**src/rtl/packet_sink.sv**
```systemverilog
// packet_sink: terminating endpoint for one network port. Checks delivered packets for
// misrouting and per-source ordering and accumulates windowed latency statistics.
`ifndef PORTS
`define PORTS 8
`endif

package packet_sink_pkg;
    localparam int PORT_W = (`PORTS > 1) ? $clog2(`PORTS) : 1;

    typedef struct packed {
        logic [PORT_W-1:0] dest;
        logic [PORT_W-1:0] source;
        logic [29:0]       data;
        logic              valid;
    } packet_t;
endpackage

module packet_sink
    import packet_sink_pkg::*;
#(
    parameter int unsigned port_no     = 0,
    parameter int unsigned WARMUP      = 600,
    parameter int unsigned MEASURE_END = 10600,
    parameter int unsigned DRAIN_END   = 20600,
    parameter int unsigned PORTS       = `PORTS
) (
    input  logic        clk,
    input  logic        rst,
    input  logic [29:0] timestamp,
    input  packet_t     pkt_in,
    output logic [31:0] pkt_count,
    output logic [47:0] lat_sum,
    output logic [29:0] lat_max,
    output logic [29:0] lat_min,
    output logic [15:0] late_count,
    output logic        measure_active,
    output logic        done,
    output logic        dest_error,
    output logic        order_error
);

    localparam logic [1:0] ST_WARMUP  = 2'd0;
    localparam logic [1:0] ST_MEASURE = 2'd1;
    localparam logic [1:0] ST_DRAIN   = 2'd2;
    localparam logic [1:0] ST_DONE    = 2'd3;

    localparam logic [PORT_W-1:0] PORT_ID = PORT_W'(port_no);

    logic [1:0]        state;
    logic [1:0]        state_next;
    logic [31:0]       ts_ext;

    logic              s1_valid;
    logic [PORT_W-1:0] s1_dest;
    logic [PORT_W-1:0] s1_source;
    logic [29:0]       s1_data;
    logic [29:0]       s1_lat;

    logic [29:0]       last_stamp [PORTS];
    logic [PORTS-1:0]  seen;

    logic              src_ok;
    logic              counted;
    logic              late;
    logic              misrouted;
    logic              out_of_order;
    logic [48:0]       sum_ext;

    assign ts_ext = {2'b00, timestamp};

    always_comb begin
        state_next = state;
        case (state)
            ST_WARMUP:  if (ts_ext >= WARMUP)      state_next = ST_MEASURE;
            ST_MEASURE: if (ts_ext >= MEASURE_END) state_next = ST_DRAIN;
            ST_DRAIN:   if (ts_ext >= DRAIN_END)   state_next = ST_DONE;
            default:                               state_next = ST_DONE;
        endcase
    end

    always_ff @(posedge clk or negedge rst) begin
        if (!rst) begin
            state          <= ST_WARMUP;
            measure_active <= 1'b0;
            done           <= 1'b0;
        end else begin
            state          <= state_next;
            measure_active <= (state_next == ST_MEASURE);
            done           <= (state_next == ST_DONE);
        end
    end

    // Latency is a modulo-2^30 subtract so a timestamp wrap still gives a small positive value.
    always_ff @(posedge clk or negedge rst) begin
        if (!rst) begin
            s1_valid  <= 1'b0;
            s1_dest   <= '0;
            s1_source <= '0;
            s1_data   <= '0;
            s1_lat    <= '0;
        end else begin
            s1_valid <= pkt_in.valid;
            if (pkt_in.valid) begin
                s1_dest   <= pkt_in.dest;
                s1_source <= pkt_in.source;
                s1_data   <= pkt_in.data;
                s1_lat    <= timestamp - pkt_in.data;
            end
        end
    end

    always_comb begin
        src_ok       = ({{(32-PORT_W){1'b0}}, s1_source} < PORTS);
        counted      = s1_valid && (state != ST_DONE) &&
                       ({2'b00, s1_data} >= WARMUP) && ({2'b00, s1_data} < MEASURE_END);
        late         = s1_valid && (state == ST_DONE);
        misrouted    = s1_valid && ((s1_dest != PORT_ID) || (s1_source == PORT_ID));
        out_of_order = s1_valid && src_ok && seen[s1_source] &&
                       (s1_data < last_stamp[s1_source]);
        sum_ext      = {1'b0, lat_sum} + {19'd0, s1_lat};
    end

    always_ff @(posedge clk or negedge rst) begin
        if (!rst) begin
            pkt_count   <= '0;
            lat_sum     <= '0;
            lat_max     <= '0;
            lat_min     <= 30'h3FFF_FFFF;
            late_count  <= '0;
            dest_error  <= 1'b0;
            order_error <= 1'b0;
        end else begin
            if (counted) begin
                if (pkt_count != '1) pkt_count <= pkt_count + 32'd1;
                lat_sum <= sum_ext[48] ? '1 : sum_ext[47:0];
                if (s1_lat > lat_max) lat_max <= s1_lat;
                if (s1_lat < lat_min) lat_min <= s1_lat;
            end
            if (late && (late_count != '1)) late_count <= late_count + 16'd1;
            if (misrouted)    dest_error  <= 1'b1;
            if (out_of_order) order_error <= 1'b1;
        end
    end

    // Each source's newest stamp is recorded even when it was out of order.
    always_ff @(posedge clk or negedge rst) begin
        if (!rst) begin
            for (int i = 0; i < int'(PORTS); i++) last_stamp[i] <= '0;
            seen <= '0;
        end else if (s1_valid && src_ok) begin
            last_stamp[s1_source] <= s1_data;
            seen[s1_source]       <= 1'b1;
        end
    end

endmodule

```
**config.mk**
```make
export PLATFORM = sky130hd
export DESIGN_NAME = packet_sink
export DESIGN_NICKNAME = d
export VERILOG_FILES = /design/src/rtl/packet_sink.sv
export SDC_FILE = /design/constraint.sdc
export NUM_CORES = 1
export LEC_CHECK = 0
export CAP_MARGIN = 40
export CORE_MARGIN = 1
export CORE_UTILIZATION = 60
export CTS_BUF_LIST = sky130_fd_sc_hd__clkbuf_4 sky130_fd_sc_hd__clkbuf_8
export CTS_CLUSTER_SIZE = 8
export DETAILED_ROUTE_END_ITERATION = 8
export PLACE_DENSITY = 0.91
export SLEW_MARGIN = 20
export SYNTH_ARGS = -nofsm -noshare
export SYNTH_HDL_FRONTEND = slang
export SYNTH_SLANG_ARGS = --single-unit
```
**constraint.sdc**
```tcl
create_clock -name clk -period 4.4 [get_ports clk]
set_input_delay 0.88 -clock clk [delete_from_list [all_inputs] [get_ports clk]]
set_output_delay 0.88 -clock clk [all_outputs]
set_load 0.01 [all_outputs]
```
# After elaboration in Yosys (flattened, before gate mapping)
# Cells that the tools add are included.
# op_classes
addsub,4
n_lt_le_gt_ge,12
eq_ne,8
mux,15
bitwise,2
n_reduce_logical,17
# op_table
operator,n
bitwise mux 240 bit,1
binary-select mux 30 bit (select 3 bit),1
demux 30 bit (select 3 bit),1
2-to-1 mux 30 bit,3
">= comparator 30 x 10 -> 1 bit, second input constant",2
less-than comparator 30 bit,2
adder 48 x 30 -> 49 bit,1
2-to-1 mux 48 bit,1
"adder 32 x 1 -> 32 bit, second input constant",1
"!= test 32 bit, second input constant",1
">= comparator 30 x 14 -> 1 bit, second input constant",1
">= comparator 30 x 15 -> 1 bit, second input constant",1
> comparator 30 bit,1
"less-than comparator 30 x 14 -> 1 bit, second input constant",1
subtractor 30 bit,1
"adder 16 x 1 -> 16 bit, second input constant",1
"!= test 16 bit, second input constant",1
logical AND 1 bit,10
OR 8 bit,1
"equality test 2 bit, second input constant",3
2-to-1 mux 2 bit,3
case mux 2 bit (3 select lines),1
AND reduction 2 bit,3
"equality test 2 x 1 -> 1 bit, second input constant",2
13 further kinds,14
# totals
reg_bits,477
inputBits,69

# Depth between registers and ports, before layout
# Gate-level depths: netlist of run 1.
# depth
depth_word,6
depth_mapped,16

# Least setup slack after synthesis of run 1
# Ideal clock, no wire load.
# synth_path
path_type,flip-flop to flip-flop
from,register s1_source[1]
to,register order_error
t_arrival_ns,3.609
required_ns,4.336
setup_slack_ns,0.727
stages_incl_launch_ff,15
path_buffers,4
period_less_slack_ns,3.673
cell_sequence,dfrtp_1 > clkbuf_1 > buf_1 > clkbuf_1 > clkbuf_1 > mux4_2 > mux2i_1 > ha_1 > a211o_1 > a211oi_1 > nor4bb_1 > a211oi_1 > o31a_1 > o21ai_0 > a21o_1
# synth_between
elab_chain_cells,6
elab_cells_between_ends,9
classes_between,1 x order compare; 5 x mux; 1 x bitwise; 2 x reduce/logical
# synth_rtl
item,line,source
from (decl),55,logic [PORT_W-1:0] s1_source;
from (signal assigned),105,s1_source <= pkt_in.source;
inverter 3 -> 4 bit (not written as such),119,(s1_data < last_stamp[s1_source]);
binary-select mux 30 bit (select 3 bit),119,
2-to-1 mux 30 bit (not written as such) (2 in a row),119,
less-than comparator 30 bit,119,
logical AND 1 bit (*),118,out_of_order = s1_valid && src_ok && seen[s1_source] &&
to (signal assigned),131,order_error <= 1'b0;
to (signal assigned),141,if (out_of_order) order_error <= 1'b1;
to (decl),39,output logic order_error
# Mark *: on every way between the ends. The rest lies on a longest branch, timed or not. The select of a mux whose other input is x is not followed.
# A chain may end at the register's enable or synchronous reset.

# Worst setup path after layout of run 1
# layout_path
from,register s1_source[0]
to,register order_error
# The elaborated chain is that of the path after synthesis.

==> flow_summary.toml, run 1 <==
[timing]
tightest_slew_ps = 819.4
skew_ps = 30.22
setup_viol = 0
final-hold-violation-count = 0
maxSlewHeadroom = 0.4487
rsz0062_at_grt = "no"
fin_setup_tns_ps = 0
hold_ws_ps = 222.2
final_max_slew_viol_count = 0
fin_crit_ps = 3982
worst_slack_ps = 417.6
fmax_ghz = 0.2511
fin_crit_sh = 0.9051

[job]
drv_cap = 0

[place]
dpl-instance-area_sq_um = 28600
port_buffers = 228
finalWeightedCongestion = 0.9543
place_hpwl_um = 48140
pre_cts_ws_ps = 228.9

[global_route]
track_usage = 0.3220
first_global_vias = 20110
antenna_found_initial = 2
grt_pass1_wl_um = 108900
grt-ovfl-total = 0
grt_max_degree = 107

[floorplanning]
chipWidth_um = 208.5
initial_utilization = 0.6087
fp.dieH_um = 208.5
ioPinCount = 229
core.rowCount = 75
fp.dieArea_sq_um = 43480
core_sq_um = 42040

[yosys]
yosysSeqAreaShare = 0.4679
async_flop_share = 1.000
synth-edff-count = 0
ys_ff_latch = 477
ys_warn_count = 0
syn_area_per_cell_sq_um = 12.05
yosysMostFrequentCell = "dfrtp_1"
synth_top_area_cell = "dfrtp_1"
synth_top_area_frac = 0.4371
ys_types = 87
synth_area_leaders = "dfrtp_1 44%, mux2_2 15%, ha_1 7.3%"
synth.cell_area_sq_um = 25590
netlist_instances = 2124
synthTopCellsByCount = "447 x dfrtp_1, 343 x mux2_2, 149 x ha_1, 125 x inv_1, 96 x nor2_1"
synth_nets = 2344
yosys_most_used_dff = "dfrtp_1"

[pwr]
p_per_area_nw_per_um2 = 452.3
ir_drop_mv = 0.3096
finalPower_w = 0.01371
power.leakage_nw = 13.22

[detailed_routing]
drt_iter0_drc = 1350
antenna_left = 0
wl_um = 68880
routedWlPerCell_um = 23.15
viasPerCell = 6.315
drt-pass1-iter-count = 8
via_count = 18790
drc = 0

[clocking]
ctsResizeCount = 0
cts_setup_buffers = 0
cts_hold_buf = 0
cts.path.max_buffers = 3
clk_pin_slew_ps = 60
cts_buffers = 79
tritoncts = "done"
htreeDepth = 3
cts.sinks = 477
cts-root-buf = "clkbuf_8"
clock_latency_ps = 650

[cells_and_area]
drive_gt1_frac = 0.2760
final_area_sq_um = 30320
fill_cells = 2714
final_nets = 2597
area_growth_pct = 18.48

[outcome]
status = "finished clean"

[critical_path]
critPathArrivalTime_ps = 4570
start_kind = "flip-flop"
path_class = "flip-flop to flip-flop"
cp_max_fo = 28
endpoint_kind = "flip-flop"
required_ps = 4990

[worst_hold_path]
hold_class = "primary input to asynchronous set/reset pin"
-- per-stage QoR --
step	util	instances
global route	0.7211	2976
global placement	0.6802	2831
finish	0.7211	2976
detailed placement	0.6804	2832
CTS	0.7199	2971
floorplan	-	2124
-- kinds of logic (layout without fill, tap and decap cells) --
| logic type | count (synthesis) | in the layout | share of synthesized area |
|---|---|---|---|
| buffers and inverters | 228 | 539 | 0.03462 |
| and+or+nand+nor | 394 | 394 | 0.08039 |
| xor gates and xnor gates | 99 | 99 | 0.03389 |
| DFF | 477 | 477 | 0.4679 |
| muxes | 454 | 454 | 0.2247 |
| adders and majority gates | 151 | 151 | 0.07442 |
| AOI/OAI and AO/OA | 321 | 321 | 0.08406 |
| other | 0 | 2 | 0 |
-- cell usage in the layout, fill, tap and decap left out, types with 39 or more instances in the layout --
master and n:
clkdlybuf4s50_1 226, dfrtp_1 444, nand2_1 90, nand4_1 43, ha_1 149, mux2_2 343, a21o_1 44, o21ai_0 49
a21oi_1 85, mux2i_1 49, clkbuf_8 98, nor2_1 96, mux4_2 62, a31oi_1 39, inv_1 125, xnor2_1 74
-- critical path: stages, from the launching register on --
cell      delay (ps)
dfrtp_4          770
mux4_2           590
mux2i_1          150
ha_1             270
a211o_1          330
a211oi_1         530
nor4bb_1         590
a211oi_1         110
o31a_1           280
o21ai_0          180
a21o_1           140
-- where the power goes --
group	leakage (nW)	internal, W	total (W)	switching (W)
Sequential	5.86	0.00538	0.00619	0.000806
Combinational	6.47	0.00191	0.00342	0.00151
Clock	0.890	0.00230	0.00410	0.00181
Total	13.2	0.00959	0.0137	0.00413
-- per-layer routing --
| layer | track usage | vias up | wire length [um] |
|---|---|---|---|
| met1 | 0.4062 | 9467 | 26610 |
| met3 | 0.04785 | 225 | 4864 |
| li1 | - | 8258 | - |
| met5 | 0 | - | 0 |
| met4 | 0.1727 | 0 | 3236 |
| met2 | 0.5381 | 844 | 34170 |
-- final timing paths --
kind / start / endpoint / slack (ps) / depth (start not counted)
max in group asynchronous: rst / last_stamp[74] / 2980 / 3
worst max register to register: s1_source[0] / order_error / 420 / 10
min in group clk: seen[7] / seen[7] / 470 / 1
worst min-delay path: rst / lat_sum[4] / 220 / 1
worst max-delay path: s1_source[0] / order_error / 420 / 10
worst min register to register: seen[7] / seen[7] / 470 / 1
-- final cells by class --
type                            instances  area [sq um]  area share
Sequential cell                       477         11980      0.3952
Clock inverter                          7         57.56    0.001898
Clock buffer                          132          1604     0.05291
Antenna cell                            2         5.005   0.0001651
Multi-Input combinational cell       1419         12800      0.4221
Inverter                              126         473.0     0.01560
Tap cell                              539         674.4     0.02225
Timing Repair Buffer                  274          2725     0.08989
-- flip-flops by register name (all words and copies together) (netlist names), 2 cells and up --
name and flops:
s1_source 3, lat_max 30, s1_data 30, state 2
seen 8, lat_min 30, s1_lat 30, s1_dest 3
late_count 16, lat_sum 48, pkt_count 32, last_stamp 240
No activity file was read; power rests on OpenSTA's default activity.
==> run 2: changes to the inputs <==
CTS_CLUSTER_DIAMETER = 200   (was not set)
==> run 2 against run 1 <==
Effect of this change:
- final cell count decreased by 1.2%
- flip-flop and latch count unchanged
- clock power shrank 18%
- via count decreased by 0.77%
- worst setup slack better by 190 ps
- largest cell class unchanged
- fmax increased by 5.1%
- clock-buffer cell count shrank 36
==> flow_summary.toml, run 2 (same netlist as run 1, synthesis figures left out) <==
[floorplanning]
core_sq_um = 42040
core.rowCount = 75
fp.dieArea_sq_um = 43480
fp.dieH_um = 208.5
initial_utilization = 0.6087
chipWidth_um = 208.5
ioPinCount = 229

[critical_path]
path_class = "flip-flop to flip-flop"
critPathArrivalTime_ps = 4310
slowest_delay_ps = 760
crit_buf_inv = 1
crit_path_frequent_cell = "a21o_1"
crit_chain = "buf_4 > mux4_2 > mux2i_1 > ha_1 > a21o_1 > a21o_1 > a21oi_1 > nor2b_1 > o21ai_0 > a211oi_1 > o31a_1 > o21ai_0 > a21o_1"
startpoint = "s1_source[0]"
cp_max_fo = 28
endpoint_kind = "flip-flop"
required_ps = 4920
start_kind = "flip-flop"
reg2reg_setup_slack_ps = 610
cp_top_family = "compound AO/OA/AOI/OAI gates"
r2r-end = "order_error"
r2r_cells = 13
cp_slowest_cell = "dfrtp_4"
r2r-start = "s1_source[0]"

[detailed_routing]
wl_um = 66870
routedWlPerCell_um = 22.74
drc = 0
antenna_left = 0
via_count = 18650
viasPerCell = 6.341
drt-pass1-iter-count = 7
drt_iter0_drc = 1447

[clocking]
clk_pin_slew_ps = 60
cts-root-buf = "clkbuf_8"
cts_setup_buffers = 0
clock_latency_ps = 650
tritoncts = "done"
cts.sinks = 477
cts_buffers = 69
htreeDepth = 3
ctsResizeCount = 0
cts_hold_buf = 0
cts.path.max_buffers = 3

[pwr]
ir_drop_mv = 0.2737
power.leakage_nw = 12.98
p_per_area_nw_per_um2 = 431.3

[job]
drv_cap = 0

[global_route]
first_global_vias = 19700
grt_pass1_wl_um = 106400
antenna_found_initial = 3
track_usage = 0.3131
grt_max_degree = 107
grt-ovfl-total = 0

[place]
place_hpwl_um = 48140
finalWeightedCongestion = 0.9543
port_buffers = 228
dpl-instance-area_sq_um = 28600

[timing]
fin_crit_sh = 0.8611
fmax_ghz = 0.2639
rsz0062_at_grt = "no"
final_max_slew_viol_count = 0
setup_viol = 0
skew_ps = 42.46
maxSlewHeadroom = 0.4025
tightest_slew_ps = 888.0
final-hold-violation-count = 0
fin_setup_tns_ps = 0
fin_crit_ps = 3789

[cells_and_area]
final_nets = 2587
drive_gt1_frac = 0.2651
top_register = "last_stamp"
final_util = 0.7107
largest_reg_flops = 240
area_growth_pct = 16.76
reg_top3 = "last_stamp (240), lat_sum (48), pkt_count (32)"
final_area_sq_um = 29880
layout_commonest_cell = "dfrtp_1"
layout_common_cells = "444 x dfrtp_1, 343 x mux2_2, 226 x clkdlybuf4s50_1"

[worst_hold_path]
hold_class = "primary input to asynchronous set/reset pin"

[outcome]
status = "finished clean"
[run 2: power breakdown]
group | total, W | internal (W) | switching [W]
clock | 0.00338 | 0.00169 | 0.00169
combinational | 0.00334 | 0.00189 | 0.00145
sequential | 0.00616 | 0.00538 | 0.000783
total | 0.0129 | 0.00896 | 0.00392
[run 2: metrics by stage]
step,cells,hold WS [ps],power [W],worst slack (ps)
2_1_floorplan,2124,428.7,0.008337,726.8
3_3_place_gp,2831,446.6,0.009102,348.9
3_5_place_dp,2832,456.5,0.009481,228.9
4_1_cts,2935,224.0,0.01289,580.5
5_1_grt,2941,241.1,0.01350,441.4
6_report,2941,220.4,0.01288,611.1
[run 2: how the worst max path moves through the flow]
stage / to / slack [ps] / depth (start not counted)
after floorplan: order_error / 730 / 14
after global placement: s1_lat[28] / 350 / 12
after detailed placement: s1_lat[28] / 230 / 12
after CTS: order_error / 580 / 10
after global routing: order_error / 440 / 13
final: order_error / 610 / 13
[run 2: cell type report]
| class | instances | area, sq um |
|---|---|---|
| sequential | 477 | 11980 |
| multi-input combinational | 1419 | 12800 |
| antenna | 3 | 7.507 |
| timing repair buffer | 274 | 2725 |
| clock buffer | 96 | 1159 |
| clock inverter | 7 | 61.31 |
| inverter | 126 | 473.0 |
| fill | 2792 | 12160 |
| tap | 539 | 674.4 |
[run 2: layer usage]
metal  vias to the layer above  GRT usage  wire (um)
li1                       8215          -          -
met1                      9427     0.4079      26560
met2                       820     0.5164      32960
met3                       187    0.05087       4766
met4                         0     0.1438       2581
met5                         -          0          0
==> run 3: changes to the inputs <==
CAP_MARGIN = 30   (was 40)
CORE_ASPECT_RATIO = 0.75   (was not set)
==> run 3 against run 2 <==
Effect of this change:
- sequential share of layout area about the same
- highest routed layer is now met5
- routed wire length increased by 1.0%
- final area hardly changed
- clock-buffer cell count shrank 6
- critical path depth decreased by 1
- die area barely moved
- register-to-register slack worse by 70 ps
- fmax decreased by 1.9%
==> flow_summary.toml, run 3 (same netlist as run 1, synthesis figures left out) <==
[outcome]
status = "finished clean"

[global_route]
grt_max_degree = 106
top_usage_layer = "met2"
grt_pass1_wl_um = 106600
grtUsageMet3 = 0.07807
first_global_vias = 19280
met2_usage = 0.4934
grt-ovfl-total = 0
antenna_found_initial = 3
track_usage = 0.3167
grtUsageMet1 = 0.4283

[timing]
fmax_ghz = 0.2588
maxSlewHeadroom = 0.3189
fin_setup_tns_ps = 0
setup_viol = 0
skew_ps = 34.61
hold_ws_ps = 252.5
rsz0062_at_grt = "no"
final-hold-violation-count = 0
tightest_slew_ps = 1022
fin_crit_ps = 3863
fin_crit_sh = 0.8781
final_max_slew_viol_count = 0

[critical_path]
required_ps = 4930
crit_buf_inv = 2
cp_slowest_cell = "dfrtp_4"
critPathArrivalTime_ps = 4390
endpoint_kind = "flip-flop"
crit_chain = "buf_4 > mux4_2 > mux2i_1 > ha_1 > nand4_1 > nor3_1 > nand4_1 > a211oi_1 > buf_4 > o31a_1 > o21ai_0 > a21o_1"
slowest_delay_ps = 850
path_class = "flip-flop to flip-flop"
cp_top_family = "flip-flops"
start_kind = "flip-flop"
cp_max_fo = 29

[cells_and_area]
top_register = "last_stamp"
drive_gt1_frac = 0.2636
final_nets = 2589
final_util = 0.7100
fill_cells = 2746
final_area_sq_um = 29850
layout_commonest_cell = "dfrtp_1"
largest_reg_flops = 240
reg_top3 = "last_stamp (240), lat_sum (48), pkt_count (32)"
area_growth_pct = 16.67
layout_common_cells = "444 x dfrtp_1, 343 x mux2_2, 226 x clkdlybuf4s50_1"

[clocking]
cts-root-buf = "clkbuf_8"
cts.path.max_buffers = 3
cts_hold_buf = 0
ctsResizeCount = 0
cts.sinks = 477
htreeDepth = 3
tritoncts = "done"
cts_buffers = 69
clock_latency_ps = 650
clk_pin_slew_ps = 70
cts_setup_buffers = 0

[place]
finalWeightedCongestion = 0.9736
dpl-instance-area_sq_um = 28680
place_hpwl_um = 48480
port_buffers = 228

[floorplanning]
core_sq_um = 42050
core.rowCount = 65
ioPinCount = 229
fp.dieH_um = 180.8
chipWidth_um = 240.5
initial_utilization = 0.6086
fp.dieArea_sq_um = 43490

[detailed_routing]
antenna_left = 0
drt_iter0_drc = 1699
drt-pass1-iter-count = 6
wl_um = 67540
viasPerCell = 6.255
drc = 0
via_count = 18540
routedWlPerCell_um = 22.79

[job]
drv_cap = 0

[pwr]
p_per_area_nw_per_um2 = 427.2
ir_drop_mv = 0.3068
power.leakage_nw = 12.95

[worst_hold_path]
hold_class = "primary input to asynchronous set/reset pin"
## run 3: report_power, final
group | switching (W) | leakage, nW | internal, W | total (W)
Sequential | 0.000774 | 5.86 | 0.00538 | 0.00615
Clock | 0.00168 | 0.606 | 0.00161 | 0.00329
Combinational | 0.00141 | 6.48 | 0.00190 | 0.00331
## run 3: path summary, 6_finish.rpt
kind | slack [ps] | end | startpoint | depth (start not counted)
min in group clk | 460 | seen[1] | seen[1] | 1
worst min-delay path | 250 | late_count[5] | rst | 1
worst max register to register | 540 | order_error | s1_source[0] | 12
max in group asynchronous | 3050 | lat_min[27] | rst | 2
worst max-delay path | 540 | order_error | s1_source[0] | 12
worst min register to register | 460 | seen[1] | seen[1] | 1
## run 3: routing by layer
| layer | share of wire | vias to the layer above |
|---|---|---|
| li1 | - | 8175 |
| met1 | 0.41 | 9335 |
| met2 | 0.47 | 830 |
| met3 | 0.082 | 196 |
| met4 | 0.039 | 4 |
| met5 | 0.00036 | - |
## run 3: worst register-to-register path, cell delays in order (launching register included)
cell	delay (ps)
dfrtp_4	850
buf_4	320
mux4_2	500
mux2i_1	240
ha_1	200
nand4_1	120
nor3_1	430
nand4_1	250
a211oi_1	270
buf_4	190
o31a_1	120
o21ai_0	80
a21o_1	190
## run 3: through the flow
step           std cells  worst slack [ps]  power, W
4_1_cts             2960             615.4   0.01276
3_3_place_gp        2863             300.0  0.009111
2_1_floorplan       2124             726.8  0.008337
6_report            2964             536.5   0.01275
5_1_grt             2963             319.0   0.01337
3_5_place_dp        2864             213.3  0.009471
## run 3: cell type report
class | count | area (sq um) | area share
multi-input combinational | 1419 | 12800 | 0.4287
sequential | 477 | 11980 | 0.4013
timing repair buffer | 276 | 2736 | 0.09166
clock buffer | 90 | 1107 | 0.03709
tap | 569 | 711.9 | 0.02385
inverter | 126 | 473.0 | 0.01584
clock inverter | 6 | 45.04 | 0.001509
antenna | 1 | 2.502 | 0.00008382
==> edit 1: new RTL, config.mk and constraints of run 2 <==
The output `measure_active` loses its register stage (`measure_active` becomes a continuous assignment).
--- a/src/rtl/packet_sink.sv
+++ b/src/rtl/packet_sink.sv
@@ -83,3 +83,2 @@
             state          <= ST_WARMUP;
-            measure_active <= 1'b0;
             done           <= 1'b0;
@@ -87,3 +86,2 @@
             state          <= state_next;
-            measure_active <= (state_next == ST_MEASURE);
             done           <= (state_next == ST_DONE);
@@ -91,2 +89,4 @@
     end
+
+    assign measure_active = (state_next == ST_MEASURE);
 
Function: changed (a bounded check fails within 4 cycles, from zero or initial values and one cycle with rst low).
==> edit 1 against run 2 <==
Global-route usage rose by 2.6 points; design area is 0.20% lower; first-iteration DRC count is 8.1% lower; wire length up 7.8%; synthesized area rose by 0.11%; setup slack worse by 0.31 ns; critical endpoint is now measure_active; power rose by 0.37%; sequential cell count decreased by 1; synthesized cell count grew 1.2%.
==> edit 1: results <==
export IMPL_outcome="completed"
export IMPL_drt_iter0_drc=1330
export IMPL_syn2layout_area_growth_pct=16.4
export IMPL_leakage_nw=13.0
export IMPL_ir_drop_mv=0.410
export IMPL_crit_path_top_delay_cell="clkdlybuf4s50_1"
export IMPL_grt_max_degree=112
export IMPL_worst_slew_pin_transition_ns=0.946
export IMPL_layout_setup_ws_ns=0.296
export IMPL_synth_fp_nets=2370
export IMPL_first_pass_iters=8
export IMPL_grt_pass1_wl_mm=114
export IMPL_synth_common_cells="dfrtp_1, mux2_2, ha_1, inv_1, a21oi_1"
export IMPL_met3_usage_pct=5.55
export IMPL_diodes=0
export IMPL_path_max_fanout=5
export IMPL_grt_util_met1_pct=42.9
export IMPL_dr_wl_met2_mm=35.9
export IMPL_use_met2_pct=57.7
export IMPL_synth_seq_area_share_pct=46.6
export IMPL_place_area_um2=28600
export IMPL_nets=2611
export IMPL_r2r_slack_ns=0.66
export IMPL_dp_hpwl_mm=51.7
export IMPL_drt_wl_total_mm=72.1
export IMPL_synth_area_top_cells="dfrtp_1, mux2_2, ha_1"
export IMPL_fillers=2829
export IMPL_skew_ns=0.0224
export IMPL_grt_use_total_pct=33.9
export IMPL_num_vias=18900
edit 1: changes by cell type after synthesis, sizes merged, moves of 9 or more:
cell	before	now
buf	36	22
a211oi	11	21
nor2	99	87
clkbuf	66	85
xor2	25	41
o211ai	5	17
inv	126	117
nand3	40	60
a31oi	40	16
a21oi	86	111
xnor2	74	58
edit 1: worst paths after layout:
check                                               from                         end  depth (start not counted)
worst max-delay path                        timestamp[3]              measure_active                          8
worst min-delay path                                 rst      lat_sum[0]$_DFFE_PN0P_                          1
worst max register to register  s1_source[0]$_DFFE_PN0P_     order_error$_DFFE_PN0P_                         11
worst min register to register    dest_error$_DFFE_PN0P_      dest_error$_DFFE_PN0P_                          2
max in group asynchronous                            rst  last_stamp[22]$_DFFE_PN0P_                          2
min in group clk                  dest_error$_DFFE_PN0P_      dest_error$_DFFE_PN0P_                          2
edit 1: layout make-up:
class	instances	area share [%]
Inverter	117	1.47
Sequential cell	476	40.1
Clock inverter	5	0.227
Multi-Input combinational cell	1450	43.0
Clock buffer	91	3.74
Timing Repair Buffer	277	9.18
Tap cell	539	2.26
edit 1: cell families after synthesis:
kind of cell	after synthesis	share of synthesized area, %
xor+xnor	99	3.38
flops	476	46.6
buf+inv	224	3.40
mux	453	22.4
simple gates	414	8.39
compound gates	333	8.31
fa+ha+maj	151	7.43
edit 1: through the flow:
stage	std cells	hold slack, ns
3_3_place_gp	2857	0.445
3_5_place_dp	2859	0.462
6_report	2955	0.280
5_1_grt	2955	0.340
4_1_cts	2955	0.331
2_1_floorplan	2150	0.429
edit 1: power breakdown:
| group | internal [W] | switching, W |
|---|---|---|
| combinational | 0.00190 | 0.00149 |
| sequential | 0.00537 | 0.000830 |
| clock | 0.00168 | 0.00166 |
==> edit 2: new RTL, settings of run 2 <==
Without the edit above. The parameter `port_no` goes from 0 to 1.
--- a/src/rtl/packet_sink.sv
+++ b/src/rtl/packet_sink.sv
@@ -20,3 +20,3 @@
 #(
-    parameter int unsigned port_no     = 0,
+    parameter int unsigned port_no     = 1,
     parameter int unsigned WARMUP      = 600,
Formal check against the unedited RTL: not equivalent (Yosys sat finds a counterexample within 4 cycles, from zero or initial values and one cycle with rst low).
==> edit 2 against run 2 <==
Sequential cell count stayed put; power is 0.13% higher; largest power group unchanged; setup slack gained 0.11 ns; design area is 0.63% higher; first-iteration DRC count increased by 7.9%; wire length increased by 5.3%; sequential share of layout area decreased by 0.25 points; synthesized area grew 1.1%.
==> edit 2: results <==
export IMPL_critPathArrivalTime_ns=4.20
export IMPL_io_buffers=228
export IMPL_place_congestion=0.942
export IMPL_yosysUniqueCellTypes=74
export IMPL_synth_fp_nets=2404
export IMPL_nets=2636
export IMPL_drt_wl_total_mm=70.4
export IMPL_dr_wl_met2_mm=33.8
export IMPL_drt_iter0_drc=1562
export IMPL_r2r_start="s1_data[3]$_DFFE_PN0P_"
export IMPL_p_sw_share_pct=30.6
export IMPL_highest_layer="met4"
export IMPL_path_max_fanout=16
export IMPL_grt_pass1_vias=20400
export IMPL_fillers=2782
export IMPL_use_met2_pct=53.0
export IMPL_synth_common_cells="dfrtp_1, mux2_2, ha_1, nand2_1, inv_1"
export IMPL_hp_class="in -> async"
export IMPL_grt_use_total_pct=32.8
export IMPL_leakage_nw=13.1
export IMPL_wl_met1_mm=27.3
export IMPL_ff2ff_path_depth=9
export IMPL_grt_pass1_wl_mm=112
export IMPL_skew_ns=0.0440
export IMPL_ir_drop_mv=0.304
export IMPL_clk_latency_ns=0.65
export IMPL_relSlewSlack_pct=48.6
export IMPL_wl_met3_mm=6.04
export IMPL_timing_rr_end="lat_min[2]$_DFFE_PN1P_"
export IMPL_synth_area_top_cells="dfrtp_1, mux2_2, ha_1"
export IMPL_first_pass_iters=5
export IMPL_r2r_slack_ns=0.72
export IMPL_grt_max_degree=115
export IMPL_clk_path_buf_depth=3
export IMPL_dp_hpwl_mm=50.1
export IMPL_outcome="completed"
export IMPL_met3_usage_pct=7.36
export IMPL_grt_util_met1_pct=41.4
export IMPL_post_cts_buffers=0
export IMPL_clk_pin_slew_ns=0.07
export IMPL_viasPerCell=6.43
export IMPL_layout_drive_gt1_share_pct=25.2
export IMPL_synth_seq_area_share_pct=46.3
export IMPL_place_area_um2=28900
export IMPL_largest_registers="last_stamp (240), lat_sum (48), pkt_count (32)"
## edit 2: cell count changes after synthesis, sizes merged, moves of 12 or more
| cell | before | now |
|---|---|---|
| nand2 | 91 | 114 |
| a31oi | 40 | 12 |
| a21o | 44 | 62 |
| xor2 | 25 | 39 |
| buf | 36 | 24 |
| inv | 126 | 113 |
| clkbuf | 66 | 83 |
| a21oi | 86 | 111 |
| xnor2 | 74 | 55 |
## edit 2: cells by family (layout without fill, tap and decap cells)
logic type | Yosys count | count (layout) | share of synthesized area, %
flops | 477 | 477 | 46.3
mux | 459 | 459 | 22.5
simple gates | 446 | 446 | 8.83
compound gates | 337 | 337 | 8.54
buf+inv | 220 | 482 | 3.31
fa+ha+maj | 151 | 151 | 7.36
xor+xnor | 94 | 94 | 3.18
other cells | 0 | 3 | 0
## edit 2: final cells by class
type	count	area [um2]	share of cell area, %
Multi-Input combinational cell	1487	13100	43.5
Sequential cell	477	12000	39.8
Timing Repair Buffer	268	2710	9.00
Clock buffer	96	1160	3.87
Tap cell	539	674	2.24
Inverter	113	424	1.41
Clock inverter	5	37.5	0.125
Antenna cell	3	7.51	0.0250
## edit 2: worst max path at each step
stage / startpoint / endpoint / slack, ns / cells past startpoint
6_report: s1_data[3]$_DFFE_PN0P_ / lat_min[2]$_DFFE_PN1P_ / 0.72 / 9
5_1_grt: s1_source[0]$_DFFE_PN0P_ / order_error$_DFFE_PN0P_ / 0.56 / 12
4_1_cts: s1_source[0]$_DFFE_PN0P_ / order_error$_DFFE_PN0P_ / 0.75 / 12
3_5_place_dp: pkt_in[2] / s1_lat[29]$_DFFE_PN0P_ / 0.34 / 11
3_3_place_gp: pkt_in[3] / s1_lat[26]$_DFFE_PN0P_ / 0.36 / 12
2_1_floorplan: s1_source[0]$_DFFE_PN0P_ / order_error$_DFFE_PN0P_ / 0.72 / 14
## edit 2: critical path, stage by stage, from the launching register on
cell and delay [ns]:
dfrtp_1 0.55, o211a_1 0.29, o21ai_1 0.23, a21oi_1 0.13, o21a_1 0.40, or4_4 0.70
nor2_1 0.25, o2111ai_4 0.39, buf_16 0.31, mux2_1 0.32
## edit 2: power by group through the flow
stage	Combinational [W]	Clock [W]	Sequential, W
finish	0.00337	0.00334	0.00619
CTS	0.00336	0.00340	0.00616
detailed placement	0.00329	0	0.00621
global route	0.00367	0.00358	0.00630
floorplan	0.00250	0	0.00585
global placement	0.00308	0	0.00608
## edit 2: metrics by stage
step	power [W]	util (%)	hold slack (ns)	std cells	worst slack, ns
after floorplan	0.00835	-	0.429	2184	0.715
after CTS	0.0129	71.2	0.213	2985	0.750
final	0.0129	71.2	0.213	2988	0.725
after detailed placement	0.00950	68.3	0.454	2884	0.337
after global routing	0.0135	71.2	0.247	2987	0.563
after global placement	0.00916	68.3	0.444	2883	0.359
